**src/rtl/alu_arbiter.sv**
```systemverilog
// alu_arbiter: two-requester front end that shares one combinational ALU, one operation in flight at a time
// Ports:
//   i_clk, i_rst_n                 clock, synchronous active-low reset
//   i_reqN_valid / o_reqN_ready    per-requester handshake (N=0,1)
//   i_reqN_op, i_reqN_a/b/c        opcode and operands 1/2/3 (operand 3 feeds ADD only)
//   o_alu_operand_1/2/3, o_alu_operation, i_alu_result   shared ALU port, driven only in EXEC
//   o_rsp_valid / i_rsp_ready      response handshake
//   o_rsp_result, o_rsp_id, o_rsp_err   registered result, issuing requester, illegal-opcode flag
module alu_arbiter #(
  parameter bit RR_EN = 1'b1
) (
  input  logic        i_clk,
  input  logic        i_rst_n,
  input  logic        i_req0_valid,
  output logic        o_req0_ready,
  input  logic [3:0]  i_req0_op,
  input  logic [31:0] i_req0_a,
  input  logic [31:0] i_req0_b,
  input  logic [31:0] i_req0_c,
  input  logic        i_req1_valid,
  output logic        o_req1_ready,
  input  logic [3:0]  i_req1_op,
  input  logic [31:0] i_req1_a,
  input  logic [31:0] i_req1_b,
  input  logic [31:0] i_req1_c,
  output logic [31:0] o_alu_operand_1,
  output logic [31:0] o_alu_operand_2,
  output logic [31:0] o_alu_operand_3,
  output logic [3:0]  o_alu_operation,
  input  logic [31:0] i_alu_result,
  output logic        o_rsp_valid,
  input  logic        i_rsp_ready,
  output logic [31:0] o_rsp_result,
  output logic        o_rsp_id,
  output logic        o_rsp_err
);
  typedef enum logic [1:0] {IDLE, EXEC, RESP} state_t;
  state_t      state_q, state_d;
  logic        ptr_q, ptr_d;
  logic [3:0]  op_q, op_d;
  logic [31:0] a_q, a_d, b_q, b_d, c_q, c_d;
  logic        id_q, id_d, err_q, err_d;
  logic [31:0] res_q, res_d;
  logic        idle, exec, gnt0, gnt1, acc;
  logic [3:0]  sel_op;
  always_comb begin
    idle = state_q == IDLE && i_rst_n;
    exec = state_q == EXEC;
    // requester 0 loses a tie only under round-robin with the pointer at 1
    gnt0 = idle && i_req0_valid && (!i_req1_valid || !RR_EN || !ptr_q);
    gnt1 = idle && i_req1_valid && !gnt0;
    acc = gnt0 || gnt1;
    sel_op = gnt1 ? i_req1_op : i_req0_op;
    state_d = state_q == IDLE ? (acc ? EXEC : IDLE) :
              state_q == EXEC ? RESP :
              (i_rsp_ready ? IDLE : RESP);
    ptr_d = (RR_EN && acc) ? !gnt1 : ptr_q;
    op_d = acc ? sel_op : op_q;
    a_d = acc ? (gnt1 ? i_req1_a : i_req0_a) : a_q;
    b_d = acc ? (gnt1 ? i_req1_b : i_req0_b) : b_q;
    c_d = acc ? (gnt1 ? i_req1_c : i_req0_c) : c_q;
    id_d = acc ? gnt1 : id_q;
    err_d = acc ? (sel_op == 4'h0 || sel_op > 4'hA) : err_q;
    res_d = exec ? (err_q ? 32'h0 : i_alu_result) : res_q;
    o_req0_ready = gnt0;
    o_req1_ready = gnt1;
    o_alu_operation = (exec && !err_q) ? op_q : 4'h0;
    o_alu_operand_1 = exec ? a_q : 32'h0;
    o_alu_operand_2 = exec ? b_q : 32'h0;
    o_alu_operand_3 = exec ? c_q : 32'h0;
    o_rsp_valid = state_q == RESP;
    o_rsp_result = res_q;
    o_rsp_id = id_q;
    o_rsp_err = err_q;
  end
  always_ff @(posedge i_clk) begin
    if (!i_rst_n) begin
      state_q <= IDLE;
      ptr_q <= 1'b0;
      op_q <= 4'h0;
      a_q <= 32'h0;
      b_q <= 32'h0;
      c_q <= 32'h0;
      id_q <= 1'b0;
      err_q <= 1'b0;
      res_q <= 32'h0;
    end else begin
      state_q <= state_d;
      ptr_q <= ptr_d;
      op_q <= op_d;
      a_q <= a_d;
      b_q <= b_d;
      c_q <= c_d;
      id_q <= id_d;
      err_q <= err_d;
      res_q <= res_d;
    end
  end
endmodule

```
**config.mk**
```make
export PLATFORM = sky130hd
export DESIGN_NAME = alu_arbiter
export DESIGN_NICKNAME = d
export VERILOG_FILES = /design/src/rtl/alu_arbiter.sv
export SDC_FILE = /design/constraint.sdc
export NUM_CORES = 1
export LEC_CHECK = 0
export CORE_MARGIN = 10
export CORE_UTILIZATION = 37
export DETAILED_ROUTE_END_ITERATION = 6
export PLACE_DENSITY = 0.8
export SETUP_SLACK_MARGIN = 0.4
export SLEW_MARGIN = 30
export SYNTH_ARGS = -nofsm -noshare
export SYNTH_HDL_FRONTEND = slang
export SYNTH_SLANG_ARGS = --single-unit
```
**constraint.sdc**
```tcl
create_clock -name i_clk -period 2.1 [get_ports i_clk]
set_clock_uncertainty 0.15 [all_clocks]
set_input_delay 0.63 -clock i_clk [delete_from_list [all_inputs] [get_ports i_clk]]
set_output_delay 0.63 -clock i_clk [all_outputs]
set_load 0.02 [all_outputs]
```
; ---- Word level (Yosys, flattened, before mapping)
; Index checks and enable logic that the tools add are counted.
[totals]
regBits = 137
inputBits = 237
output_inout_bits = 137
wordCells = 41
[op_classes]
magnitude_cmp = 1
n_eq_ne = 2
mux = 13
n_reduce_logical = 16
[ops]
columns = op, n
row1 = $mux W32, 7
row2 = $mux W4, 2
row3 = $logic_and A1 B1 Y1, 6
row4 = $mux W2, 3
row5 = $logic_not A1 Y1, 5
row6 = $gt A4 B4 Y1 const B, 1
row7 = $logic_not A4 Y1, 1
row8 = $logic_or A1 B1 Y1, 3
row9 = $eq A2 B1 Y1 const B, 1
row10 = $eq A2 B2 Y1 const B, 1
row11 = $logic_not A2 Y1, 1
row12 = $mux W1, 1

; ---- Longest topological paths before layout
[logic_depth]
word_depth = 9
ltp_mapped = 7
mapped_depth_nobuf = 5

; ---- Worst setup path before layout
; Ideal clock, no wire load.
[synth_timing]
kind = in2out
startpoint = input i_rst_n
endpoint = output o_req0_ready
arrival_ns = 1.376
required_ns = 1.320
slack_ns = -0.056
path_stages = 3
n_path_buf = 1
cell_sequence = nor3b_2 and3_1 clkbuf_1
[synth_between]
elab_chain_len = 3
[synth_lines]
columns = element, line_no
row1 = start: declaration, 13  ; input logic i_rst_n,
row2 = $logic_and A1 B1 Y1, 47  ; idle = state_q == IDLE && i_rst_n;
row3 = $logic_and A1 B1 Y1 (2 in series), 50  ; gnt0 = idle && i_req0_valid && (!i_req1_valid || !RR_EN || !ptr_q);
row4 = end: declaration, 15  ; output logic o_req0_ready,
; No other way between the ends.

; ---- Worst setup path in the final report
[layout_timing]
startpoint = register state_q[1]
endpoint = output o_req1_ready
[layout_between]
elab_chain_len = 6
elab_cells_between_ends = 7
cone_classes = reduce/logical: 7
[layout_lines]
columns = element, line_no
row1 = start: declaration, 38  ; state_t state_q, state_d;
row2 = start signal: assignment, 88  ; state_q <= state_d;
row3 = $logic_not A2 Y1 (*), 47
row4 = $logic_and A1 B1 Y1 (*), 47
row5 = $logic_and A1 B1 Y1 (2 in series), 50
row6 = $logic_not A1 Y1, 51  ; gnt1 = idle && i_req1_valid && !gnt0;
row7 = $logic_and A1 B1 Y1 (*), 51
row8 = end: declaration, 21  ; output logic o_req1_ready,
; Mark *: on every way between the ends. The rest lies on a longest branch, timed or not.

==> metrics.yaml <==
status:
  status: "complete, but fails checks"
  violations: "setup timing"
setup_path:
  critical_path.cell_chain: "buf_6 -> nor3b_4 -> buf_4 -> and3_4 -> buf_6"
  worst-r2r-setup-slack_ns: -0.06
  cp_max_fo: 5
  rr_worst_depth: 12
  timing.rr.start: "state_q[1]$_SDFF_PP0_"
  startpoint_type: "flip-flop"
  critPathMostFrequentCell: "buf_6"
  critical_path_required_ns: 1.32
  slowest_stage: "dfxtp_4"
  worstReg2RegEnd: "a_q[21]$_SDFFE_PN0P_"
  critPathCaptureType: "output pin"
  worst-path-buf-inv: 3
  slowest_delay_ns: 0.35
  critPathKind: "flip-flop to output pin"
  arrival_ns: 1.58
  critical-path-top-delay-family: "simple AND/OR/NAND/NOR gates"
timing:
  max-slew-margin-rel_pct: 72.59
  holdWs_ns: 0.2993
  tightest_slew_ns: 0.4073
  finalCriticalPeriod_ns: 2.360
  setup_viol: 115
  final_max_slew_viol_count: 0
  setup_slack_ns: -0.2603
  hold_viol_final: 0
  fin_crit_sh_pct: 112.4
  maxClockFrequency_mhz: 423.7
  rsz0062_at_grt: "true"
logic_synthesis:
  synth_nets: 965
  syn_inst: 728
  syn_area_um2: 6078
  ys_types: 26
  synthTopCellsByArea: "dfxtp_1 (45%), a22oi_1 (11%), a21oi_1 (10%)"
  ys_seq_area_share_pct: 45.12
  yosysTopAreaCell: "dfxtp_1"
  synth_flop_cell: "dfxtp_1"
  yosysMostFrequentCell: "dfxtp_1"
  synth_edf_count: 0
  synth-seq-cells: 137
  async_reset_ff_share_pct: 0
  syn_area_per_cell_um2: 8.349
  netlist.area_leader.share_pct: 45.12
  yosys_warnings: 0
  synthTopCellsByCount: "dfxtp_1 (137), a21oi_1 (127), nand2_1 (125)"
cts:
  cts_tree: "yes"
  clockBufferDepth: 2
  ctsRootBufferMaster: "clkbuf_16"
  htree_levels: 4
  cts.clk_slew.worst_paths_ns: 0.05
  clkLatencyLatePin_ns: 0.42
  cts_buffers: 17
  cts.sinks: 137
placement:
  port_buffers: 373
  dp.cells: 1290
  dp_hpwl_mm: 20.45
  gp_congestion: 0.8214
  pre_cts_ws_ns: -0.8966
routing:
  via_per_inst: 5.280
  first_pass_iters: 6
  wl_per_cell_um: 22.32
  drc_errors: 0
  final_antenna_net_count: 0
  drtIter0Drc: 469
  wl_mm: 30.76
  dr_total_vias: 7276
hold_path:
  holdPathStages: 2
  min_path_type: "flip-flop to flip-flop"
  min_to: "o_rsp_result[15]$_SDFFE_PN0P_"
  min-delay-start: "o_rsp_result[15]$_SDFFE_PN0P_"
global_route:
  grt_overflow_total: 0
  grt_pass1_wl_mm: 40.44
  grtUsageTotal_pct: 23.39
  grt_pass1_vias: 6976
  antenna_found_initial: 1
  grt_max_degree: 71
floorplan:
  rows: 46
  ioPinCount: 374
  coreArea_um2: 16000
  initial_core_util_pct: 37.99
  fp.dieW_um: 148.2
  dieArea_um2: 21950
  fp.dieH_um: 148.2
pwr:
  p_per_area_nw_per_um2: 644.8
  leakage_uw: 0.004892
  ir_worst_vdd_v: 0.0005802
final_layout:
  finish.utilization_pct: 78.46
  area.sequential_um2: 2778
  fillerInstances: 1062
  final_nets: 1386
  fin_cells: 1378
  multi_input_area_um2: 3615
  syn2layout_area_growth_pct: 106.5
  layout-drive-gt1-share_pct: 39.45
job:
  cap_violations: 0
through the flow:
step | total power, uW | area [um2] | setup TNS (ns)
after global routing | 8388 | 12550 | -29.54
after detailed placement | 4717 | 10690 | -91.48
after CTS | 7716 | 11470 | -32.22
after global placement | 4686 | 10690 | -89.22
after floorplan | 3839 | 6715 | 0
final | 8094 | 12550 | -20.10
metal layers:
| metal | vias up | track usage, % | part of all wire (%) |
|---|---|---|---|
| li1 | 3387 | - | - |
| met1 | 3475 | 24.98 | 35 |
| met2 | 360 | 40.73 | 51 |
| met3 | 54 | 9.891 | 11 |
| met4 | 0 | 7.681 | 2.9 |
| met5 | - | 0 | 0 |
cell usage in the layout (no fill, tap or decap), drive strengths merged:
master         instances
a211oi                10
a21oi                127
a22oi                 91
a311oi                 1
a31oi                  1
and2                  96
and3                   2
buf                  218
bufinv                 2
clkbuf                36
clkdlybuf4s50        233
clkinv                 7
clkinvlp               2
dfxtp                137
diode                  1
dlymetal6s2s           2
inv                    3
mux2i                  9
nand2                125
nand2b                 2
nand3b                32
nor2                  11
nor2b                  4
nor3b                  5
nor4                   2
o21ai                  3
timing repair:
action | in CTS | in global routing
setup buffers | 7 | 24
cloned | 3 | 22
resized for setup | 474 | 434
pin swaps | 21 | 61
hold buffers | 0 | 0
endpoints found under the setup margin | 239 | 246
cell type report:
type / count / area share, %
antenna: 1 / 0.01993
sequential: 137 / 22.13
clock inverter: 12 / 1.007
multi-input combinational: 521 / 28.79
inverter: 2 / 0.07974
tap: 216 / 2.153
timing repair buffer: 470 / 42.29
clock buffer: 19 / 3.528
worst max-delay path by stage:
stage                           from                  end  depth (start not counted)
2_1_floorplan                i_rst_n         o_req1_ready                          4
6_report       state_q[1]$_SDFF_PP0_         o_req1_ready                          5
3_3_place_gp                 i_rst_n         o_req0_ready                          4
5_1_grt        state_q[1]$_SDFF_PP0_         o_req1_ready                          5
4_1_cts        state_q[0]$_SDFF_PP0_  o_alu_operand_3[28]                          5
3_5_place_dp                 i_rst_n         o_req0_ready                          4
cell families after synthesis:
group                  Yosys count  share of synthesized area, %
muxes                            9                         1.482
and+or+nand+nor                279                         23.96
AOI/OAI and AO/OA              233                         23.43
DFF                            137                         45.12
buffers and inverters           70                         6.011
sequential cells by signal, indices dropped and copies added (netlist names):
| name | cells |
|---|---|
| o_rsp_id | 1 |
| o_rsp_err | 1 |
| ptr_q | 1 |
| op_q | 4 |
| b_q | 32 |
| c_q | 32 |
| a_q | 32 |
| state_q | 2 |
| o_rsp_result | 32 |
where the power goes:
part	total (uW)	switching [uW]	internal [uW]	leakage, uW
Combinational	2230	950	1280	0.00348
Sequential	2930	121	2800	0.00113
Clock	2940	1170	1770	0.000279
worst register-to-register path, cell delays in order, from the launching register on:
cell and delay [ns]:
dfxtp_4 0.35, buf_6 0.13, nor3b_4 0.20, and3_4 0.24
buf_4 0.11, buf_6 0.08, buf_6 0.08, buf_6 0.08
buf_12 0.13, buf_12 0.14, buf_16 0.14, nand2_1 0.08
a21oi_1 0.17
(Power assumes the default switching activity.)
